File: config.mk
export PLATFORM = sky130hd
export DESIGN_NAME = uart_tx_buffered
export DESIGN_NICKNAME = d
export VERILOG_FILES = /design/src/rtl/uart_tx_buffered.sv
export SDC_FILE = /design/constraint.sdc
export NUM_CORES = 1
export LEC_CHECK = 0
export CAP_MARGIN = 25
export CORE_ASPECT_RATIO = 0.7
export CORE_MARGIN = 2
export CORE_UTILIZATION = 35
export DETAILED_ROUTE_END_ITERATION = 6
export PLACE_DENSITY = 0.47
export SYNTH_ARGS = -nofsm -noshare
export SYNTH_HDL_FRONTEND = slang
export SYNTH_SLANG_ARGS = --single-unit
export TNS_END_PERCENT = 20
File: constraint.sdc
create_clock -name clk -period 4.24 [get_ports clk]
set_input_delay 0.848 -clock clk [delete_from_list [all_inputs] [get_ports clk]]
set_output_delay 0.848 -clock clk [all_outputs]
set_load 0.05 [all_outputs]
File: src/rtl/uart_tx_buffered.sv
// Buffered 8N1 UART transmitter: bus-written FIFO drained by a registered serializer FSM.
// Optional parity bit selected at build time with `define UART_TX_PARITY_EN.
module uart_tx_buffered #(
  parameter int unsigned CLKS_PER_BIT = 104,
  parameter int unsigned FIFO_DEPTH   = 8
) (
  input  logic       clk,
  input  logic       reset,
  input  logic       writeEnable,
  input  logic       readEnable,
  input  logic [1:0] regSelect,
  input  logic [7:0] writeData,
  output logic [7:0] Data,
  output logic       tx,
  output logic       irq
);

  localparam int unsigned PW = $clog2(FIFO_DEPTH);
  localparam int unsigned CW = PW + 1;
  localparam logic [CW-1:0] DEPTH_C   = CW'(FIFO_DEPTH);
  localparam logic [15:0]   BAUD_LAST = 16'(CLKS_PER_BIT - 1);
`ifdef UART_TX_PARITY_EN
  localparam logic [7:0]    CTRL_MASK = 8'h0F;
`else
  localparam logic [7:0]    CTRL_MASK = 8'h03;
`endif

  typedef enum logic [2:0] {
    IDLE,
    START,
    DATA,
    STOP
`ifdef UART_TX_PARITY_EN
    , PARITY
`endif
  } state_t;

  state_t          state_q, state_d;
  logic [15:0]     baud_q, baud_d;
  logic [2:0]      bit_q, bit_d;
  logic [7:0]      shreg_q, shreg_d;
  logic            tx_q, tx_d;
  logic            irq_q, irq_d;
  logic [7:0]      ctrl_q, ctrl_d;
  logic            ovf_q, ovf_d;
  logic [PW-1:0]   wr_ptr_q, wr_ptr_d;
  logic [PW-1:0]   rd_ptr_q, rd_ptr_d;
  logic [CW-1:0]   count_q, count_d;
  logic [7:0]      mem_q [FIFO_DEPTH];
`ifdef UART_TX_PARITY_EN
  logic            par_bit_q, par_bit_d;
  logic            par_en_q, par_en_d;
`endif

  logic       full, empty, push_req, push, pop, baud_done;
  logic [7:0] head;
  logic [4:0] count_ext;
  logic [3:0] count_sat;

  assign full      = (count_q == DEPTH_C);
  assign empty     = (count_q == '0);
  assign push_req  = writeEnable && (regSelect == 2'd0);
  assign pop       = (state_q == IDLE) && ctrl_q[0] && !empty;
  // A pop in the same cycle frees the slot the push lands in, so a full FIFO still accepts.
  assign push      = push_req && (!full || pop);
  assign baud_done = (baud_q == BAUD_LAST);
  assign head      = mem_q[rd_ptr_q];

  always_comb begin
    wr_ptr_d = wr_ptr_q;
    rd_ptr_d = rd_ptr_q;
    count_d  = count_q;
    ovf_d    = ovf_q;
    ctrl_d   = ctrl_q;
    if (push) wr_ptr_d = wr_ptr_q + PW'(1);
    if (pop)  rd_ptr_d = rd_ptr_q + PW'(1);
    case ({push, pop})
      2'b10:   count_d = count_q + CW'(1);
      2'b01:   count_d = count_q - CW'(1);
      default: count_d = count_q;
    endcase
    if (writeEnable && (regSelect == 2'd1)) ovf_d = 1'b0;
    else if (push_req && !push)             ovf_d = 1'b1;
    if (writeEnable && (regSelect == 2'd2)) ctrl_d = writeData & CTRL_MASK;
    irq_d = empty && ctrl_q[1];
  end

  always_comb begin
    state_d = state_q;
    baud_d  = baud_q;
    bit_d   = bit_q;
    shreg_d = shreg_q;
`ifdef UART_TX_PARITY_EN
    par_bit_d = par_bit_q;
    par_en_d  = par_en_q;
`endif
    case (state_q)
      IDLE: begin
        if (pop) begin
          shreg_d = head;
          baud_d  = '0;
          bit_d   = '0;
          state_d = START;
`ifdef UART_TX_PARITY_EN
          par_bit_d = (^head) ^ ctrl_q[3];
          par_en_d  = ctrl_q[2];
`endif
        end
      end
      START: begin
        baud_d = baud_done ? '0 : baud_q + 16'd1;
        if (baud_done) state_d = DATA;
      end
      DATA: begin
        baud_d = baud_done ? '0 : baud_q + 16'd1;
        if (baud_done) begin
          shreg_d = shreg_q >> 1;
          bit_d   = bit_q + 3'd1;
          if (bit_q == 3'd7) begin
`ifdef UART_TX_PARITY_EN
            state_d = par_en_q ? PARITY : STOP;
`else
            state_d = STOP;
`endif
          end
        end
      end
`ifdef UART_TX_PARITY_EN
      PARITY: begin
        baud_d = baud_done ? '0 : baud_q + 16'd1;
        if (baud_done) state_d = STOP;
      end
`endif
      STOP: begin
        baud_d = baud_done ? '0 : baud_q + 16'd1;
        if (baud_done) state_d = IDLE;
      end
      default: state_d = IDLE;
    endcase

    // tx is registered against the next state so the line level lines up with the state.
    case (state_d)
      START:   tx_d = 1'b0;
      DATA:    tx_d = shreg_d[0];
`ifdef UART_TX_PARITY_EN
      PARITY:  tx_d = par_bit_q;
`endif
      default: tx_d = 1'b1;
    endcase
  end

  always_ff @(posedge clk or negedge reset) begin
    if (!reset) begin
      state_q  <= IDLE;
      baud_q   <= '0;
      bit_q    <= '0;
      shreg_q  <= '0;
      tx_q     <= 1'b1;
      irq_q    <= 1'b0;
      ctrl_q   <= 8'h01;
      ovf_q    <= 1'b0;
      wr_ptr_q <= '0;
      rd_ptr_q <= '0;
      count_q  <= '0;
`ifdef UART_TX_PARITY_EN
      par_bit_q <= 1'b0;
      par_en_q  <= 1'b0;
`endif
    end else begin
      state_q  <= state_d;
      baud_q   <= baud_d;
      bit_q    <= bit_d;
      shreg_q  <= shreg_d;
      tx_q     <= tx_d;
      irq_q    <= irq_d;
      ctrl_q   <= ctrl_d;
      ovf_q    <= ovf_d;
      wr_ptr_q <= wr_ptr_d;
      rd_ptr_q <= rd_ptr_d;
      count_q  <= count_d;
`ifdef UART_TX_PARITY_EN
      par_bit_q <= par_bit_d;
      par_en_q  <= par_en_d;
`endif
    end
  end

  always_ff @(posedge clk) begin
    if (push) mem_q[wr_ptr_q] <= writeData;
  end

  assign count_ext = 5'(count_q);
  assign count_sat = count_ext[4] ? 4'hF : count_ext[3:0];

  always_comb begin
    Data = '0;
    if (readEnable) begin
      case (regSelect)
        2'd1:    Data = {count_sat, ovf_q, (state_q != IDLE), empty, full};
        2'd2:    Data = ctrl_q;
        default: Data = '0;
      endcase
    end
  end

  assign tx  = tx_q;
  assign irq = irq_q;

endmodule

==> summary.md, run 1 <==
| Metric | Value |
|---|---|
| Status | finished clean |
| VDD IR max | between 200 and 250 µV |
| Synthesized cell area | a little over 5000 µm² |
| Synth warnings | 0 |
| Fin. max-slew vios | 0 |
| Share of cells above drive strength 1 | between 10% and 20% |
| Reg power frac | between 40% and 50% |
| Ant diodes | 0 |
| DRC viols | 0 |
| GRT Util Overall | between 10% and 20% |
| DRT iter0 DRCs | roughly 230 |
| DR WL met3 | ~520 µm |
| Setup violators final | 0 |
| Post-synth EDFFs | 64 |
| Top layer reached by signal wires | met4 |
| Clock Sinks | between 100 and 150 |
| Unique masters post-synth | 60 |
| Post-CTS Setup Bufs | 0 |
| WL final | between 10 and 15 mm |
| Req. time, crit path | 3.39 ns |
| Period utilisation layout | between 80% and 90% |
| Final HPWL DP | around 7.5 mm |
| Resized cells post-CTS | 0 |
| Via count | around 3,200 |
| Final net count | 420 |
| Hold Fails Final Rpt | 0 |
| Fin crit period | ~3.6 ns |
| Crit Path Class | in -> out |
| Die extent in y | 104.4 µm |
| Syn-to-layout area delta | 15.52% |
| Final ANT Viol Nets | 0 |
| Die area | around 15,000 µm² |
| Area of the core | around 14,000 µm² |
| Clock Latency Late Sink | 0.35 ns |
| Total Power | around 3.1 mW |
| Worst Setup Start Kind | primary input |
| Worst EP arrival | approximately 2.7 ns |
| Pleak | 2.115 nW |
| Met2 WL | approximately 4.6 mm |
| Crit-path slowest cell | clkdlybuf4s50_1 |
| Detailed Routing Iterations Pass 1 | 4 |
| Vias in the first global route | slightly above 3,000 |
| Initial antenna violation count | 0 |
| WL per Instance | between 15 and 20 µm |
| # port buffers | 23 |
| Worst slew pin tran | about 0.9 ns |
| Mapped Cells | 370 |
| CTS max path bufs | 2 |
| CTS tree | built |
| Crit Path Max Fanout | 9 |
| Switching power | about 960 µW |
| Cts hold-fix bufs | 0 |
| Syn_nets | around 400 |
| Die width | about 150 µm |
| H-tree levels | 3 |
| GP Congestion | around 0.83 |
| First-pass GRT wire length | between 15 and 20 mm |
| Clock Pin Slew Worst Setup and Hold Paths | ~0.07 ns |
| CTS root buf | clkbuf_16 |
| Setup TNS | 0 ns |
| Pint | ~2.2 mW |
| Number of synthesized register bits | 109 |
| Max Cap Violations | 0 |
| Pwr dens | roughly 540 nW/µm² |
| RSZ-0062 raised after global routing | no |
| Fmax | approximately 280 MHz |
| Worst hold path type | reg -> reg |
| Top FF cell, synth | edfxtp_1 |
| Initial core utilization | 35.98% |
| Met1 wire length | about 6 mm |
| Rel. slew slack | 38.33% |
| Crit path top cell by count | clkdlybuf4s50_1 |
| Inserted Clock Buffers | 9 |
| Largest net degree at the start of global routing | 46 |
| Crit-path max cell delay | 0.82 ns |
| Synth Area per Inst | 13.62 µm² |
| Skew final | about 0.0043 ns |
| CP Capture Type | output pin |
| Async S/R FF share, synth | just over 40% |
| Sequential-to-total area share from yosys stat | around 60% |
| Gr ovfl total | 0 |
| Gate power share | 23.2% |
| IO Count | 24 |
| Row cnt | 36 |
| Switching Share | between 30 and 40% |
| Cell Chain, Critical Path | clkdlybuf4s50_1 > inv_1 > ha_1 > a22oi_1 > nor2_1 > clkdlybuf4s50_1 |
| Hold path cells | 1 |
| Reg2Reg Depth | 9 |
| Avg Vias per Cell | between 5 and 6 |
| Clock share of power | slightly below 30% |
layer usage:
| layer | global-route usage, % | up-vias |
|---|---|---|
| li1 | - | 1497 |
| met1 | 23.22 | 1613 |
| met2 | 20.96 | 72 |
| met3 | 4.649 | 8 |
| met4 | 2.885 | 0 |
| met5 | 0 | - |
critical path, delay by kind of cell:
family / cells / cell delay, ns
adder cells (fa/ha/maj): 1 / 0.28
AND/OR/NAND/NOR: 1 / 0.14
AO/OA/AOI/OAI: 1 / 0.11
buffers and inverters: 3 / 1.34
cell type report:
| cell class | instances | area, µm² |
|---|---|---|
| flip-flops and latches | 109 | 3050 |
| fillers | 1305 | 8187 |
| clock inverters | 7 | 102.6 |
| clock buffers | 9 | 225.2 |
| multi-input cells | 231 | 1861 |
| repair buffers | 34 | 307.8 |
| inverters | 10 | 37.54 |
| well taps | 190 | 237.7 |
cell families (layout without fill, tap and decap cells):
| family | after synthesis | in the layout | share of synthesized area (%) |
|---|---|---|---|
| and+or+nand+nor | 117 | 117 | 13.18 |
| DFF | 109 | 109 | 60.53 |
| AOI/OAI and AO/OA | 62 | 62 | 8.838 |
| muxes | 32 | 32 | 10.43 |
| buffers and inverters | 30 | 60 | 2.681 |
| adders and majority gates | 11 | 11 | 2.880 |
| xor gates and xnor gates | 8 | 8 | 1.390 |
| other | 1 | 1 | 0.07441 |
cells in the final DEF, fill, tap and decap left out, types with 11 or more instances in the layout:
cell	instances
nand3_1	13
nor2_1	19
mux2i_1	12
nand2_1	27
buf_4	11
a31oi_1	17
edfxtp_1	64
dfrtp_1	43
clkdlybuf4s50_1	22
mux4_2	16
power groups by stage:
stage / Sequential (mW) / Combinational, mW / Clock, mW
finish: 1.47 / 0.723 / 0.931
detailed placement: 1.49 / 0.737 / 0
global placement: 1.49 / 0.723 / 0
CTS: 1.47 / 0.739 / 0.963
global route: 1.49 / 0.806 / 0.998
floorplan: 1.38 / 0.608 / 0
state kept, by name, indices dropped and copies added (netlist names), 2 cells and up:
register  flops
ctrl_q        2
mem_q        64
wr_ptr_q      3
count_q       4
rd_ptr_q      3
bit_q         3
shreg_q       8
baud_q       16
state_q       3
final timing paths:
kind,start,to,slack (ns)
min in group asynchronous,reset,count_q[2]$_DFFE_PN0P_,0.59
max in group asynchronous,reset,shreg_q[0]$_DFF_PN0_,3.25
worst min-delay path,bit_q[1]$_DFFE_PN0P_,bit_q[1]$_DFFE_PN0P_,0.52
worst min register to register,bit_q[1]$_DFFE_PN0P_,bit_q[1]$_DFFE_PN0P_,0.52
worst max register to register,ctrl_q[0]$_DFFE_PN1P_,count_q[3]$_DFFE_PN0P_,1.31
worst max-delay path,regSelect[1],Data[0],0.67
metrics by stage:
step / setup slack, ns / util, % / instance area [µm²] / hold slack (ns) / std cells
floorplan: 1.493 / - / 5040 / 0.4698 / 370
global placement: 0.7299 / 39.22 / 5494 / 0.4894 / 574
detailed placement: 0.6815 / 39.22 / 5494 / 0.4975 / 574
CTS: 0.6650 / 41.56 / 5822 / 0.5187 / 590
global route: 0.5746 / 41.56 / 5822 / 0.5375 / 590
finish: 0.6749 / 41.56 / 5822 / 0.5167 / 590
cells in the mapped netlist, drive strengths merged, types with 2 or more instances:
cell type / n / share of area, %
nor4: 6 / 1.0
and3: 9 / 1.1
nand3: 13 / 1.3
and4: 3 / 0.52
nand4: 6 / 0.74
o22ai: 2 / 0.25
mux2: 4 / 0.89
edfxtp: 64 / 38
buf: 7 / 0.94
a22o: 2 / 0.35
o211ai: 3 / 0.45
dfrtp: 43 / 21
or4b: 2 / 0.47
nand3b: 2 / 0.30
xnor2: 7 / 1.2
clkbuf: 13 / 0.99
and2: 3 / 0.37
inv: 10 / 0.74
mux4: 16 / 7.2
a21oi: 9 / 0.89
a22oi: 2 / 0.30
nand2: 27 / 2.0
o2111ai: 2 / 0.35
or3b: 4 / 0.70
ha: 10 / 2.5
o21ai: 6 / 0.60
dfstp: 2 / 1.0
or4: 6 / 0.97
nand2b: 3 / 0.37
a31oi: 18 / 2.4
nor2: 19 / 1.4
a41oi: 2 / 0.35
mux2i: 12 / 2.4
nor4b: 3 / 0.52
a221o: 6 / 1.2
or3: 2 / 0.25
nor3: 7 / 0.70
o31ai: 2 / 0.30
No activity file was read; power rests on OpenSTA's default activity.
==> inputs of run 2 (changes only) <==
clock period = 3.7 ns   (was 4.24 ns; I/O delays follow)
==> run 2 against run 1 <==
Clock skew is 0.010 ns higher. Power grew 12%. Combinational power increased by 15%. Register-to-register slack lost 0.47 ns. First-iteration DRC count is 11% higher. Sequential cell count stayed put. Global-route usage about the same. Design area shrank 0.32%. Non-clock buffer count unchanged. Critical endpoint is now Data[2].
==> summary.md, run 2 (same netlist as run 1, synthesis figures left out) <==
| Metric | Value |
|---|---|
| Status | finished clean |
| Resized cells post-CTS | 0 (unchanged) |
| Avg Vias per Cell | 5.432 (+0.47%) |
| Most frequent cells in the layout | 64 x edfxtp_1, 43 x dfrtp_1, 27 x nand2_1, 20 x clkdlybuf4s50_1, 19 x nor2_1 |
| Worst Setup Start Kind | primary input |
| Crit Path Class | in -> out |
| Cell Chain, Critical Path | clkdlybuf4s50_1 > inv_1 > ha_1 > and3_1 > clkdlybuf4s50_1 |
| Worst slew pin tran | 0.9719 ns (+0.04680 ns) |
| Gr ovfl total | 0 (unchanged) |
| Detailed Routing Iterations Pass 1 | 4 (unchanged) |
| Crit Path Max Fanout | 9 (unchanged) |
| Row cnt | 36 (unchanged) |
| Req. time, crit path | 2.96 ns (-0.43 ns) |
| Via count | 3,205 (+0.47%) |
| Crit path top cell by count | clkdlybuf4s50_1 |
| Skew final | 0.01450 ns (+0.01016 ns) |
| DRC viols | 0 (unchanged) |
| Most flops, register | mem_q |
| CTS root buf | clkbuf_16 |
| Inserted Clock Buffers | 9 (unchanged) |
| RSZ-0062 raised after global routing | no |
| # port buffers | 23 (unchanged) |
| Rel. slew slack | 34.91% (-3.4 points) |
| H-tree levels | 3 (unchanged) |
| Finished Layout Cells | 590 (unchanged) |
| Max FFs per register | 64 (unchanged) |
| Pleak | 2.109 nW (-0.27%) |
| Final core occ | 41.43% (-0.13 points) |
| Share of cells above drive strength 1 | 15.75% (+0.50 points) |
| Total Power | 3.480 mW (+12%) |
| Reg power frac | 48.2% (+1.2 points) |
| WL final | 11.03 mm (-0.57%) |
| Register area | 3050 µm² (unchanged) |
| IO Count | 24 (unchanged) |
| Period utilisation layout | ~90% |
| Area of the core | 14,010 µm² (unchanged) |
| Pwr dens | 599.8 nW/µm² (+12%) |
| Final net count | 420 (unchanged) |
| Placed cells | 574 (unchanged) |
| Crit-path slowest cell | clkdlybuf4s50_1 |
| Hold Fails Final Rpt | 0 (unchanged) |
| Initial antenna violation count | 0 (unchanged) |
| Most common cell after layout, fill and taps aside | edfxtp_1 |
| CTS tree | built |
| Filler Cells Inserted | 1,276 (-2.2%) |
| Critical path buffer and inverter count | 3 (unchanged) |
| Worst EP arrival | 2.56 ns (-0.16 ns) |
| Fin crit period | about 3.3 ns |
| Cts hold-fix bufs | 0 (unchanged) |
| GP Congestion | 0.8696 (+4.9%) |
| Switching Share | 31.88% (+1.2 points) |
| Initial core utilization | 35.98% (unchanged) |
| Largest net degree at the start of global routing | 36 (-22%) |
| CP Capture Type | output pin |
| Ant diodes | 0 (unchanged) |
| Multi-input logic area | 1861 µm² (unchanged) |
| Clock Sinks | 109 (unchanged) |
| DRT iter0 DRCs | 259 (+11%) |
| CTS max path bufs | 2 (unchanged) |
| VDD IR max | 246.9 µV (+4.8%) |
| GRT Util Overall | 15.12% (+0.032 points) |
| Die extent in y | 104.4 µm (unchanged) |
| Worst hold path type | in -> async |
| Syn-to-layout area delta | 15.14% |
| Fin. max-slew vios | 0 (unchanged) |
| Cell family with most CP delay | buffers and inverters |
| Pint | 2.371 mW (+9.5%) |
| Clock share of power | 27.8% (-2.0 points) |
| Max Cap Violations | 0 (unchanged) |
| First-pass GRT wire length | 17.80 mm (+0.98%) |
| Largest regs | mem_q (64), baud_q (16), shreg_q (8) |
| Fmax | around 300 MHz |
| Worst Hold Slack | 0.2717 ns (-0.2449 ns) |
| Clock Latency Late Sink | 0.35 ns (about the same) |
| Setup violators final | 0 (unchanged) |
| Crit-path max cell delay | 0.80 ns (-0.02 ns) |
| Final HPWL DP | 7.437 mm (-1.1%) |
| Die area | 15,390 µm² (unchanged) |
| WL per Instance | 18.69 µm (-0.57%) |
| Clock Pin Slew Worst Setup and Hold Paths | 0.08 ns (about the same) |
| Vias in the first global route | 3,069 (-0.36%) |
| Setup TNS | 0 ns (unchanged) |
| Final ANT Viol Nets | 0 (unchanged) |
| Gate power share | 24.0% (+0.8 points) |
| Post-CTS Setup Bufs | 0 (unchanged) |
| Switching power | 1.110 mW (+16%) |
| Die width | 147.4 µm (unchanged) |
## run 2: routing by layer
metal	routed length [µm]	vias to the layer above	part of all wire (%)	global-route usage (%)
met5	0	-	0	0
met4	44	0	0.40	2.679
met3	588	5	5.3	4.474
met2	4556	80	41	20.09
met1	5836	1622	53	24.23
li1	-	1498	-	-
## run 2: path summary, 6_finish.rpt
| check | from | to | slack (ns) | depth (start not counted) |
|---|---|---|---|---|
| max | regSelect[1] | Data[2] | 0.40 | 5 |
| min in group clk | bit_q[1]$_DFFE_PN0P_ | bit_q[1]$_DFFE_PN0P_ | 0.51 | 1 |
| min | reset | baud_q[0]$_DFFE_PN0P_ | 0.27 | 1 |
| min reg2reg | bit_q[1]$_DFFE_PN0P_ | bit_q[1]$_DFFE_PN0P_ | 0.51 | 1 |
| max reg2reg | ctrl_q[0]$_DFFE_PN1P_ | count_q[3]$_DFFE_PN0P_ | 0.84 | 9 |
| max in group asynchronous | reset | tx$_DFF_PN1_ | 2.86 | 2 |
## run 2: cell type report
| cell class | count | share of cell area [%] |
|---|---|---|
| multi-input combinational | 231 | 32.06 |
| clock buffer | 10 | 4.118 |
| timing repair buffer | 34 | 5.433 |
| tap | 190 | 4.097 |
| inverter | 10 | 0.6468 |
| clock inverter | 6 | 1.078 |
| sequential | 109 | 52.57 |
## run 2: power groups by stage
stage	logic [mW]	registers [mW]	clock network [mW]
floorplan	0.696	1.58	0
finish	0.835	1.68	0.966
global placement	0.835	1.71	0
detailed placement	0.845	1.71	0
global route	0.926	1.72	1.05
CTS	0.852	1.68	0.992
## run 2: per-stage QoR
step / cell area, µm² / setup slack, ns
finish: 5803 / 0.4016
global placement: 5482 / 0.4597
floorplan: 5040 / 1.146
CTS: 5803 / 0.4044
global route: 5803 / 0.3185
detailed placement: 5502 / 0.4178
==> inputs of run 3 (changes only) <==
CAP_MARGIN = 15   (was 25)
==> run 3 against run 2 <==
Design area did not move. Final cell count did not move. Power fell by 0.11%.
==> summary.md, run 3 (same netlist as run 1, synthesis figures left out) <==
| Metric | Value |
|---|---|
| Status | finished clean |
| Skew final | 0.008255 ns (-0.006249 ns) |
| Reg2Reg Depth | 5 (-4) |
| Crit-path max cell delay | 0.80 ns (about the same) |
| CTS root buf | clkbuf_16 |
| Syn-to-layout area delta | 15.14% (unchanged) |
| Area of the core | 14,010 µm² (unchanged) |
| GRT Util Overall | 15.07% (-0.055 points) |
| Period utilisation layout | 89.53% (+0.38 points) |
| Via count | 3,191 (-0.44%) |
| CP Depth | 5 (unchanged) |
| Detailed Routing Iterations Pass 1 | 4 (unchanged) |
| Cell Chain, Critical Path | clkdlybuf4s50_1 > inv_1 > ha_1 > and3_1 > clkdlybuf4s50_1 |
| Most common cell after layout, fill and taps aside | edfxtp_1 |
| Max Cap Violations | 0 (unchanged) |
| Ant diodes | 0 (unchanged) |
| Worst hold path type | in -> async |
| Inserted Clock Buffers | 9 (unchanged) |
| Share of cells above drive strength 1 | 15.75% (unchanged) |
| Critical path buffer and inverter count | 3 (unchanged) |
| Req. time, crit path | 2.96 ns (about the same) |
| Resized cells post-CTS | 0 (unchanged) |
| Post-CTS Setup Bufs | 0 (unchanged) |
| CTS max path bufs | 2 (unchanged) |
| VDD IR max | 270.3 µV (+9.5%) |
| WL final | 10.84 mm (-1.7%) |
| Clock Latency Late Sink | 0.34 ns (about the same) |
| Crit path capture | Data[6] |
| First-pass GRT wire length | 17.86 mm (+0.39%) |
| GP Congestion | 0.8696 (unchanged) |
| Largest regs | mem_q (64), baud_q (16), shreg_q (8) |
| Worst slew pin tran | 0.9944 ns (+0.02250 ns) |
| Initial core utilization | 35.98% (unchanged) |
| Crit path top cell by count | clkdlybuf4s50_1 |
| Pleak | 2.110 nW (about the same) |
| Row cnt | 36 (unchanged) |
| Clock Sinks | 109 (unchanged) |
| Final net count | 420 (unchanged) |
| Crit-path slowest cell | clkdlybuf4s50_1 |
| H-tree levels | 3 (unchanged) |
| Worst R2R Start | baud_q[0]$_DFFE_PN0P_ |
| Avg Vias per Cell | 5.408 (-0.44%) |
| Most frequent cells in the layout | 64 x edfxtp_1, 43 x dfrtp_1, 27 x nand2_1, 20 x clkdlybuf4s50_1, 19 x nor2_1 |
| DRT iter0 DRCs | 245 (-5.4%) |
| Largest net degree at the start of global routing | 46 (+28%) |
| Crit Path Max Fanout | 9 (unchanged) |
| Die extent in y | 104.4 µm (unchanged) |
| CTS tree | built |
| Setup violators final | 0 (unchanged) |
| Initial antenna violation count | 0 (unchanged) |
| Final core occ | 41.43% (unchanged) |
| WL per Instance | 18.37 µm (-1.7%) |
| Crit Path Class | in -> out |
| Worst Setup SP | regSelect[1] |
| Fin. max-slew vios | 0 (unchanged) |
| # port buffers | 23 (unchanged) |
| Filler Cells Inserted | 1,278 (+0.16%) |
| CP Capture Type | output pin |
| Pwr dens | 599.1 nW/µm² (-0.11%) |
| Final HPWL DP | 7.316 mm (-1.6%) |
| Worst Setup Start Kind | primary input |
| Hold Fails Final Rpt | 0 (unchanged) |
| Most flops, register | mem_q |
| Fmax | 301.9 MHz (-0.43%) |
| R2R setup slack | 0.87 ns (+0.03 ns) |
| Cell family with most CP delay | buffers and inverters |
| Rel. slew slack | 33.40% (-1.5 points) |
| IO Count | 24 (unchanged) |
| Final ANT Viol Nets | 0 (unchanged) |
| Setup TNS | 0 ns (unchanged) |
| Fin crit period | 3.313 ns (+0.01417 ns) |
| Reg2reg end | baud_q[6]$_DFFE_PN0P_ |
| Max FFs per register | 64 (unchanged) |
| Gr ovfl total | 0 (unchanged) |
| Die width | 147.4 µm (unchanged) |
| Cts hold-fix bufs | 0 (unchanged) |
| Vias in the first global route | 3,124 (+1.8%) |
| DRC viols | 0 (unchanged) |
| RSZ-0062 raised after global routing | no |
| Clock Pin Slew Worst Setup and Hold Paths | 0.08 ns (about the same) |
| Worst EP arrival | 2.57 ns (about the same) |
| Die area | 15,390 µm² (unchanged) |
run 3: cell type report:
| type | count | area (µm²) | area share, % |
|---|---|---|---|
| sequential | 109 | 3050 | 52.57 |
| multi-input combinational | 231 | 1861 | 32.06 |
| timing repair buffer | 34 | 315.3 | 5.433 |
| clock buffer | 10 | 239.0 | 4.118 |
| tap | 190 | 237.7 | 4.097 |
| clock inverter | 6 | 62.56 | 1.078 |
| inverter | 10 | 37.54 | 0.6468 |
run 3: how the worst min path moves through the flow:
stage	start	end	slack [ns]
finish	reset	count_q[0]$_DFFE_PN0P_	0.25
global route	reset	count_q[2]$_DFFE_PN0P_	0.24
CTS	shreg_q[6]$_DFFE_PN0P_	shreg_q[5]$_DFFE_PN0P_	0.51
detailed placement	bit_q[1]$_DFFE_PN0P_	bit_q[1]$_DFFE_PN0P_	0.49
global placement	shreg_q[7]$_DFFE_PN0P_	shreg_q[6]$_DFFE_PN0P_	0.49
floorplan	reset	baud_q[0]$_DFFE_PN0P_	0.44
run 3: through the flow:
step | hold WS (ns) | area [µm²] | instances | setup WS (ns) | total power [mW]
floorplan | 0.4444 | 5040 | 370 | 1.146 | 2.274
global placement | 0.4887 | 5482 | 573 | 0.4597 | 2.541
detailed placement | 0.4904 | 5482 | 573 | 0.4148 | 2.549
CTS | 0.5095 | 5783 | 589 | 0.3949 | 3.526
global route | 0.2402 | 5803 | 590 | 0.3088 | 3.690
finish | 0.2460 | 5803 | 590 | 0.3875 | 3.477
run 3: layer usage:
layer / global-route usage (%) / wire length (µm)
met2: 20.09 / 4416
met5: 0 / 0
met4: 3.297 / 85
met3: 3.640 / 493
met1: 24.33 / 5847
run 3: report_power, final:
part | switching (mW) | leakage, nW | total [mW] | internal [mW]
clock | 0.468 | 0.149 | 0.963 | 0.495
sequential | 0.236 | 1.16 | 1.68 | 1.44
combinational | 0.401 | 0.802 | 0.839 | 0.438
